--- config.mk ---
export PLATFORM = sky130hd
export DESIGN_NAME = heap_port_scheduler
export DESIGN_NICKNAME = d
export VERILOG_FILES = /design/src/rtl/heap_pkg.sv /design/src/rtl/rr_arbiter2.sv /design/src/rtl/heap_port_scheduler.sv
export SDC_FILE = /design/constraint.sdc
export NUM_CORES = 1
export LEC_CHECK = 0
export ABC_AREA = 1
export BUFFER_PORTS_ARGS = -buffer_cell sky130_fd_sc_hd__buf_2
export CAP_MARGIN = 0
export CORE_AREA = 2 2 329 331
export DETAILED_ROUTE_END_ITERATION = 10
export DIE_AREA = 0 0 331 333
export SYNTH_ARGS = -nofsm -noshare
export SYNTH_HDL_FRONTEND = slang
export SYNTH_SLANG_ARGS = --single-unit
--- constraint.sdc ---
create_clock -name system1000 -period 36.8 [get_ports system1000]
set_input_delay 7.36 -clock system1000 [delete_from_list [all_inputs] [get_ports system1000]]
set_output_delay 7.36 -clock system1000 [all_outputs]
set_load 0.005 [all_outputs]
--- src/rtl/heap_pkg.sv ---
// Shared types for the heap RAM port scheduler.
// Default widths, FSM states and arbiter grant encoding.
package heap_pkg;

    localparam int HEAP_ADDR_W = 30;
    localparam int HEAP_VAL_W  = 63;

    typedef enum logic [2:0] {
        IDLE,
        ISSUE,
        WRITE,
        RESP,
        LOAD
    } sched_state_t;

    typedef enum logic {
        REDUCER,
        LOADER
    } grant_t;

endpackage

--- src/rtl/rr_arbiter2.sv ---
// Two-requester round-robin arbiter between the reducer and the loader.
// Grants are combinational; the last winner is remembered in a register.
module rr_arbiter2
    import heap_pkg::*;
(
    input  logic clk,
    input  logic rst,
    input  logic en,
    input  logic req_red,
    input  logic req_ld,
    output logic gnt_red,
    output logic gnt_ld
);

    grant_t last_grant;

    always_comb begin
        gnt_red = en && req_red && (!req_ld || last_grant == LOADER);
        gnt_ld  = en && req_ld && !gnt_red;
    end

    always_ff @(posedge clk or posedge rst) begin
        if (rst) begin
            last_grant <= LOADER;
        end else if (gnt_red) begin
            last_grant <= REDUCER;
        end else if (gnt_ld) begin
            last_grant <= LOADER;
        end
    end

endmodule

--- src/rtl/heap_port_scheduler.sv ---
// Heap RAM port scheduler for the SKI reduction core.
// Serialises reducer bundles and loader writes onto a 2R/2W RAM.
module heap_port_scheduler
    import heap_pkg::*;
#(
    parameter int ADDR_W = HEAP_ADDR_W,
    parameter int VAL_W  = HEAP_VAL_W,
    parameter int RD_LAT = 1
) (
    input  logic                  system1000,
    input  logic                  system1000_rst,
    input  logic                  req_valid_i,
    output logic                  req_ready_o,
    input  logic [1:0]            req_rd_en_i,
    input  logic [2*ADDR_W-1:0]   req_rd_addr_i,
    input  logic [1:0]            req_wr_en_i,
    input  logic [2*ADDR_W-1:0]   req_wr_addr_i,
    input  logic [2*VAL_W-1:0]    req_wr_data_i,
    input  logic                  ld_valid_i,
    output logic                  ld_ready_o,
    input  logic [ADDR_W-1:0]     ld_addr_i,
    input  logic [VAL_W-1:0]      ld_data_i,
    output logic                  rsp_valid_o,
    input  logic                  rsp_ready_i,
    output logic [1:0]            rsp_mask_o,
    output logic [2*VAL_W-1:0]    rsp_data_o,
    output logic [1:0]            mem_rd_en_o,
    output logic [2*ADDR_W-1:0]   mem_rd_addr_o,
    input  logic [2*VAL_W-1:0]    mem_rd_data_i,
    output logic [1:0]            mem_wr_en_o,
    output logic [2*ADDR_W-1:0]   mem_wr_addr_o,
    output logic [2*VAL_W-1:0]    mem_wr_data_o,
    output logic                  busy_o
);

    localparam int CW = (RD_LAT > 1) ? $clog2(RD_LAT) : 1;

    sched_state_t        state, state_n;
    logic [CW-1:0]       cnt, cnt_n;
    logic [1:0]          rd_en_q, rd_en_n;
    logic [1:0]          wr_en_q, wr_en_n, wr_keep;
    logic [2*ADDR_W-1:0] wr_addr_q, wr_addr_n;
    logic [2*VAL_W-1:0]  wr_data_q, wr_data_n;
    logic [2*VAL_W-1:0]  rsp_data_q, rsp_data_n;
    logic [1:0]          mrd_en_q, mrd_en_n;
    logic [2*ADDR_W-1:0] mrd_addr_q, mrd_addr_n;
    logic [1:0]          mwr_en_q, mwr_en_n;
    logic [2*ADDR_W-1:0] mwr_addr_q, mwr_addr_n;
    logic [2*VAL_W-1:0]  mwr_data_q, mwr_data_n;
    logic                arb_en, gnt_red, gnt_ld;

    assign arb_en = (state == IDLE) && !system1000_rst;

    rr_arbiter2 u_arb (
        .clk     (system1000),
        .rst     (system1000_rst),
        .en      (arb_en),
        .req_red (req_valid_i),
        .req_ld  (ld_valid_i),
        .gnt_red (gnt_red),
        .gnt_ld  (gnt_ld)
    );

    // Equal-address write pair: slot1 carries the surviving value.
    always_comb begin
        wr_keep = wr_en_q;
        if (&wr_en_q &&
            wr_addr_q[2*ADDR_W-1:ADDR_W] == wr_addr_q[ADDR_W-1:0])
            wr_keep[0] = 1'b0;
    end

    always_comb begin
        state_n    = state;
        cnt_n      = cnt;
        rd_en_n    = rd_en_q;
        wr_en_n    = wr_en_q;
        wr_addr_n  = wr_addr_q;
        wr_data_n  = wr_data_q;
        rsp_data_n = rsp_data_q;
        mrd_en_n   = '0;
        mrd_addr_n = '0;
        mwr_en_n   = '0;
        mwr_addr_n = '0;
        mwr_data_n = '0;
        unique case (state)
            IDLE: begin
                if (gnt_red) begin
                    state_n    = ISSUE;
                    rd_en_n    = req_rd_en_i;
                    wr_en_n    = req_wr_en_i;
                    wr_addr_n  = req_wr_addr_i;
                    wr_data_n  = req_wr_data_i;
                    mrd_en_n   = req_rd_en_i;
                    mrd_addr_n = req_rd_addr_i &
                                 {{ADDR_W{req_rd_en_i[1]}},
                                  {ADDR_W{req_rd_en_i[0]}}};
                end else if (gnt_ld) begin
                    state_n    = LOAD;
                    mwr_en_n   = 2'b01;
                    mwr_addr_n = {{ADDR_W{1'b0}}, ld_addr_i};
                    mwr_data_n = {{VAL_W{1'b0}}, ld_data_i};
                end
            end
            ISSUE: begin
                // Reads are already on the RAM; writes follow a cycle later.
                state_n    = WRITE;
                cnt_n      = CW'(RD_LAT - 1);
                mwr_en_n   = wr_keep;
                mwr_addr_n = wr_addr_q &
                             {{ADDR_W{wr_keep[1]}}, {ADDR_W{wr_keep[0]}}};
                mwr_data_n = wr_data_q &
                             {{VAL_W{wr_keep[1]}}, {VAL_W{wr_keep[0]}}};
            end
            WRITE: begin
                if (cnt == '0) begin
                    state_n    = RESP;
                    rsp_data_n = mem_rd_data_i &
                                 {{VAL_W{rd_en_q[1]}}, {VAL_W{rd_en_q[0]}}};
                end else begin
                    cnt_n = cnt - CW'(1);
                end
            end
            RESP: begin
                if (rsp_ready_i)
                    state_n = IDLE;
            end
            LOAD: begin
                state_n = IDLE;
            end
            default: begin
                state_n = IDLE;
            end
        endcase
    end

    always_ff @(posedge system1000 or posedge system1000_rst) begin
        if (system1000_rst) begin
            state      <= IDLE;
            cnt        <= '0;
            rd_en_q    <= '0;
            wr_en_q    <= '0;
            wr_addr_q  <= '0;
            wr_data_q  <= '0;
            rsp_data_q <= '0;
            mrd_en_q   <= '0;
            mrd_addr_q <= '0;
            mwr_en_q   <= '0;
            mwr_addr_q <= '0;
            mwr_data_q <= '0;
        end else begin
            state      <= state_n;
            cnt        <= cnt_n;
            rd_en_q    <= rd_en_n;
            wr_en_q    <= wr_en_n;
            wr_addr_q  <= wr_addr_n;
            wr_data_q  <= wr_data_n;
            rsp_data_q <= rsp_data_n;
            mrd_en_q   <= mrd_en_n;
            mrd_addr_q <= mrd_addr_n;
            mwr_en_q   <= mwr_en_n;
            mwr_addr_q <= mwr_addr_n;
            mwr_data_q <= mwr_data_n;
        end
    end

    assign req_ready_o   = gnt_red;
    assign ld_ready_o    = gnt_ld;
    assign rsp_valid_o   = (state == RESP);
    assign rsp_mask_o    = rd_en_q;
    assign rsp_data_o    = rsp_data_q;
    assign mem_rd_en_o   = mrd_en_q;
    assign mem_rd_addr_o = mrd_addr_q;
    assign mem_wr_en_o   = mwr_en_q;
    assign mem_wr_addr_o = mwr_addr_q;
    assign mem_wr_data_o = mwr_data_q;
    assign busy_o        = (state != IDLE);

endmodule

**After elaboration in Yosys (flattened, before gate mapping)**

Index checks and enable logic that the tools add are counted.

- Latch bits: 0
- Memories: 0
- Word-level logic and storage cells: 67
- Memory bits (read-only): 0
- Memory bits (writable): 0
- Input port bits: 474
- Register bits: 571

- Shift operators: 0
- Bitwise operators: 5
- Equality and inequality tests: 7
- Mux-type cells: 23
- $mul: 0
- Reductions and logical operators: 18
- Divide/modulo/power cells: 0
- $add $sub $neg: 1
- Order comparisons: 0

Operators with widths:

| operator | number |
|---|---|
| 126-bit AND | 2 |
| 126-bit one-hot mux with 2 select lines | 1 |
| 63-bit 2-to-1 mux | 2 |
| 60-bit AND | 2 |
| 60-bit 2-to-1 mux | 2 |
| 60-bit one-hot mux with 2 select lines | 1 |
| 30-bit 2-to-1 mux | 2 |
| 30-bit == test | 1 |
| 3-bit 2-to-1 mux | 4 |
| 3-bit one-hot mux with 4 select lines | 1 |
| 3-bit by 2-bit == test with 1-bit output, second input constant | 2 |
| 1-bit logical AND | 6 |
| 1-bit 2-to-1 mux | 6 |
| 2-bit AND reduction | 3 |
| 2-bit 2-to-1 mux | 2 |
| 2-bit one-hot mux with 2 select lines | 1 |
| 2-bit nonzero test | 2 |
| 3-bit by 1-bit == test with 1-bit output, second input constant | 1 |
| 1-bit logical NOT | 3 |
| 3-bit logical NOT | 1 |
| 3-bit != test, second input constant | 1 |
| 3-bit AND reduction | 1 |
| 3-bit nonzero test | 1 |
| 2-bit by 1-bit != test with 1-bit output, second input constant | 1 |
| other kinds (5) | 5 |

**Depth between registers and ports, before layout**

- Word-level depth: 9
- Depth in mapped cells: 13

**Hierarchy**

From an unflattened synthesis, not the netlist that was laid out.

- Cells, all modules: 2358
- Area total of the unflattened synthesis: 21556.9 um^2

By module, submodules not included:

| module | cells each | sequential area each (um^2) | times used | area each (um^2) |
|---|---|---|---|---|
| heap_port_scheduler | 2345 | 14238.7 | 1 | 21479.4 |
| rr_arbiter2 | 13 | 26.3 | 1 | 77.6 |

**Least setup slack after synthesis**

No wires, ideal clock.

- Path kind: input port to output port
- Start point: in system1000_rst
- End point: out req_ready_o
- Slack: 8.502 ns
- Cell stages on the path: 5
- Data arrival time: 20.938 ns
- Path through: inv_1 nand4_2 nor2_4 buf_2 buf_2

- Word-level cells in the longest chain between the ends: 4

RTL lines:

| what | line | text |
|---|---|---|
| from (decl) | heap_port_scheduler.sv:11 | `input logic system1000_rst,` |
| 1-bit logical NOT (no line) | - |  |
| 1-bit logical AND | heap_port_scheduler.sv:52 | `assign arb_en = (state == IDLE) && !system1000_rst;` |
| 1-bit logical AND (2 in series) | rr_arbiter2.sv:18 | `gnt_red = en && req_red && (!req_ld \|\| last_grant == LOADER);` |
| to (decl) | heap_port_scheduler.sv:13 | `output logic req_ready_o,` |

No other way between the ends.

**Final worst setup path**

Same ends and word-level chain as after synthesis.

==> impl_metrics.py <==
metrics = {
    "place": {
        "numPortBuffers": 855,
        "dp_hpwl_um": 69200,
        "dp_cells": 4434,
        "routabilityCongestion": 0.829,
        "dp_slack_ns": 20.29,
        "dpl-instance-area_mm2": 0.0270,
    },
    "setup_path": {
        "cp-start-kind": "input pin",
        "endpoint_kind": "output pin",
        "crit_type": "in -> out",
        "worstPathRequired_ns": 29.44,
        "arrival_ns": 9.10,
        "worstPathMaxFanout": 88,
    },
    "sta": {
        "rsz0062_at_grt": "no",
        "fmax_ghz": 0.0608,
        "final_hold_viol_count": 0,
        "finalCritPeriodShare": 0.447,
        "drv_slew": 0,
        "min_period_ns": 16.46,
        "finClkSkew_ns": 0.0356,
        "setup_slack_ns": 20.34,
        "worstMarginPinSlew_ns": 0.986,
        "fin_setup_tns_ns": 0,
        "setup_violations": 0,
        "relSlewSlack": 0.342,
    },
    "synth": {
        "synth.avg_cell_area_um2": 9.38,
        "ys_seq_area_frac": 0.665,
        "ys_top_cells_by_area": "dfrtp_1 66%, nand2_1 16%, o21ai_0 5.7%",
        "syn_area_mm2": 0.0214,
        "synth.distinct_cells": 23,
        "ys_ff_latch": 570,
        "synth_top_area_share": 0.664,
        "syn_inst": 2287,
        "syn_nets": 2761,
        "yosys_warnings": 0,
        "synth_top_cell_by_area": "dfrtp_1",
    },
    "cts": {
        "cts_resized": 0,
        "tritoncts": "done",
        "post_cts_buffers": 0,
        "cts_sinks": 570,
        "cts_inserted_buffers": 71,
        "cts_root_buf": "clkbuf_16",
        "cts-hold-fix-buffers": 0,
        "path_clk_slew_ns": 0.05,
        "clockBufferDepth": 3,
        "clock_latency_ns": 0.64,
        "h-tree-depth": 3,
    },
    "finish": {
        "layout_common_cells": "905 x nand2_1, 855 x buf_2, 567 x dfrtp_1",
        "layout.cells.non_filler": 4569,
        "fin_area_mm2": 0.0294,
        "fin_util": 0.276,
        "mostFrequentLayoutCell": "nand2_1",
        "multiInputGateArea_mm2": 0.00590,
        "ff_latch_area_mm2": 0.0143,
        "area_delta_synth_final_pct": 37.3,
        "num-fill-cells": 11500,
        "final_nets": 3578,
        "drive_above_1_share": 0.320,
    },
    "power_and_ir_drop": {
        "vdd_drop_max_mv": 0.0420,
        "p_leak_nw": 16.2,
        "power.density_mw_per_mm2": 76.7,
    },
    "floorplan": {
        "ios": 856,
        "die_y_um": 333,
        "coreArea_mm2": 0.107,
        "rows": 120,
        "die_x_um": 331,
        "start_util": 0.201,
        "die_area_mm2": 0.110,
    },
    "hold_path": {
        "hold_path_class": "reg -> reg",
    },
    "flow_run": {
        "drv_cap": 0,
    },
    "routing": {
        "drt-initial-drc-count": 1073,
        "wl_per_cell_um": 20.2,
        "ant_nets": 0,
        "drt_wl_total_um": 92100,
        "drt_pass1_iterations": 5,
        "via_count": 18500,
        "via_per_inst": 4.05,
        "drcViolationCount": 0,
    },
    "global_routing": {
        "grt_pass1_vias": 18500,
        "grt_usage": 0.162,
        "grt_pass1_wl_um": 128000,
        "grt_overflow": 0,
        "antenna_found_initial": 39,
        "grt_max_degree": 94,
    },
    "run_status": {
        "status": "finished, final reports clean",
    },
}
## routing by layer
metal | vias up | share of wire | global-route usage
li1 | 8665 | - | -
met1 | 8879 | 0.37 | 0.178
met2 | 732 | 0.49 | 0.279
met3 | 187 | 0.098 | 0.0615
met4 | 34 | 0.039 | 0.0646
met5 | - | 0.0024 | 0
## cells by family after synthesis
group | after synthesis | synth area share
AO/OA/AOI/OAI | 249 | 0.0583
buffers and inverters | 284 | 0.0604
flip-flops | 570 | 0.665
XOR/XNOR | 6 | 0.00245
AND/OR/NAND/NOR | 1178 | 0.214
## synthesized netlist by cell type
cell	number
nand3_1	96
dfrtp_1	569
buf_6	21
nor2_1	166
dfstp_2	1
inv_1	147
nand4_2	1
xnor2_1	6
o22ai_1	1
a21oi_1	1
buf_2	58
nand4_1	1
nor3_2	1
inv_2	2
clkinv_1	1
clkbuf_1	52
o21a_1	1
nand2_1	907
o21ai_0	246
nor2_4	2
nor2_2	2
buf_1	3
nor3_1	2
## path summary, 6_finish.rpt
check	slack [ns]	cells after the start	from	end
max	20.34	6	system1000_rst	req_ready_o
min	0.47	2	wr_data_q[33]$_DFFE_PP0P_	wr_data_q[33]$_DFFE_PP0P_
max reg2reg	33.51	7	state[2]$_DFFE_PP0P_	wr_data_q[108]$_DFFE_PP0P_
min reg2reg	0.47	2	wr_data_q[33]$_DFFE_PP0P_	wr_data_q[33]$_DFFE_PP0P_
max in group asynchronous	26.95	5	system1000_rst	rsp_data_o[118]$_DFFE_PP0P_
min in group asynchronous	6.81	2	system1000_rst	mem_rd_addr_o[25]$_DFF_PP0_
## layout make-up
type                    count  area share
diodes                      8    0.000680
clock inverters            18     0.00727
multi-input cells        1433       0.201
flip-flops and latches    570       0.485
clock buffers             109      0.0762
well taps                1403      0.0596
inverters                 150      0.0196
repair buffers            878       0.152
## flip-flops by register name (all words and copies together) (netlist names)
signal / cells
wr_data_q: 126
wr_addr_q: 60
wr_en_q: 2
mem_wr_data_o: 126
mem_rd_en_o: 2
mem_rd_addr_o: 60
state: 3
rsp_mask_o: 2
mem_wr_en_o: 2
rsp_data_o: 126
u_arb.last_grant: 1
mem_wr_addr_o: 60
## where the power goes
part           total [mW]  internal, mW  switching, mW
combinational       0.605         0.198          0.407
clock               0.731         0.442          0.288
sequential          0.922         0.826         0.0960
## critical path, cell delays in order
cell,delay [ns]
buf_2,0.14
inv_8,0.41
nand4_2,0.20
nor2_4,0.15
buf_4,0.50
buf_2,0.27
## per-stage QoR
step / total power [mW] / hold slack (ns)
floorplan: 1.24 / 0.443
global placement: 1.54 / 0.455
detailed placement: 1.55 / 0.459
CTS: 2.30 / 0.473
global route: 2.40 / 0.485
finish: 2.26 / 0.470
(Power assumes the default switching activity.)
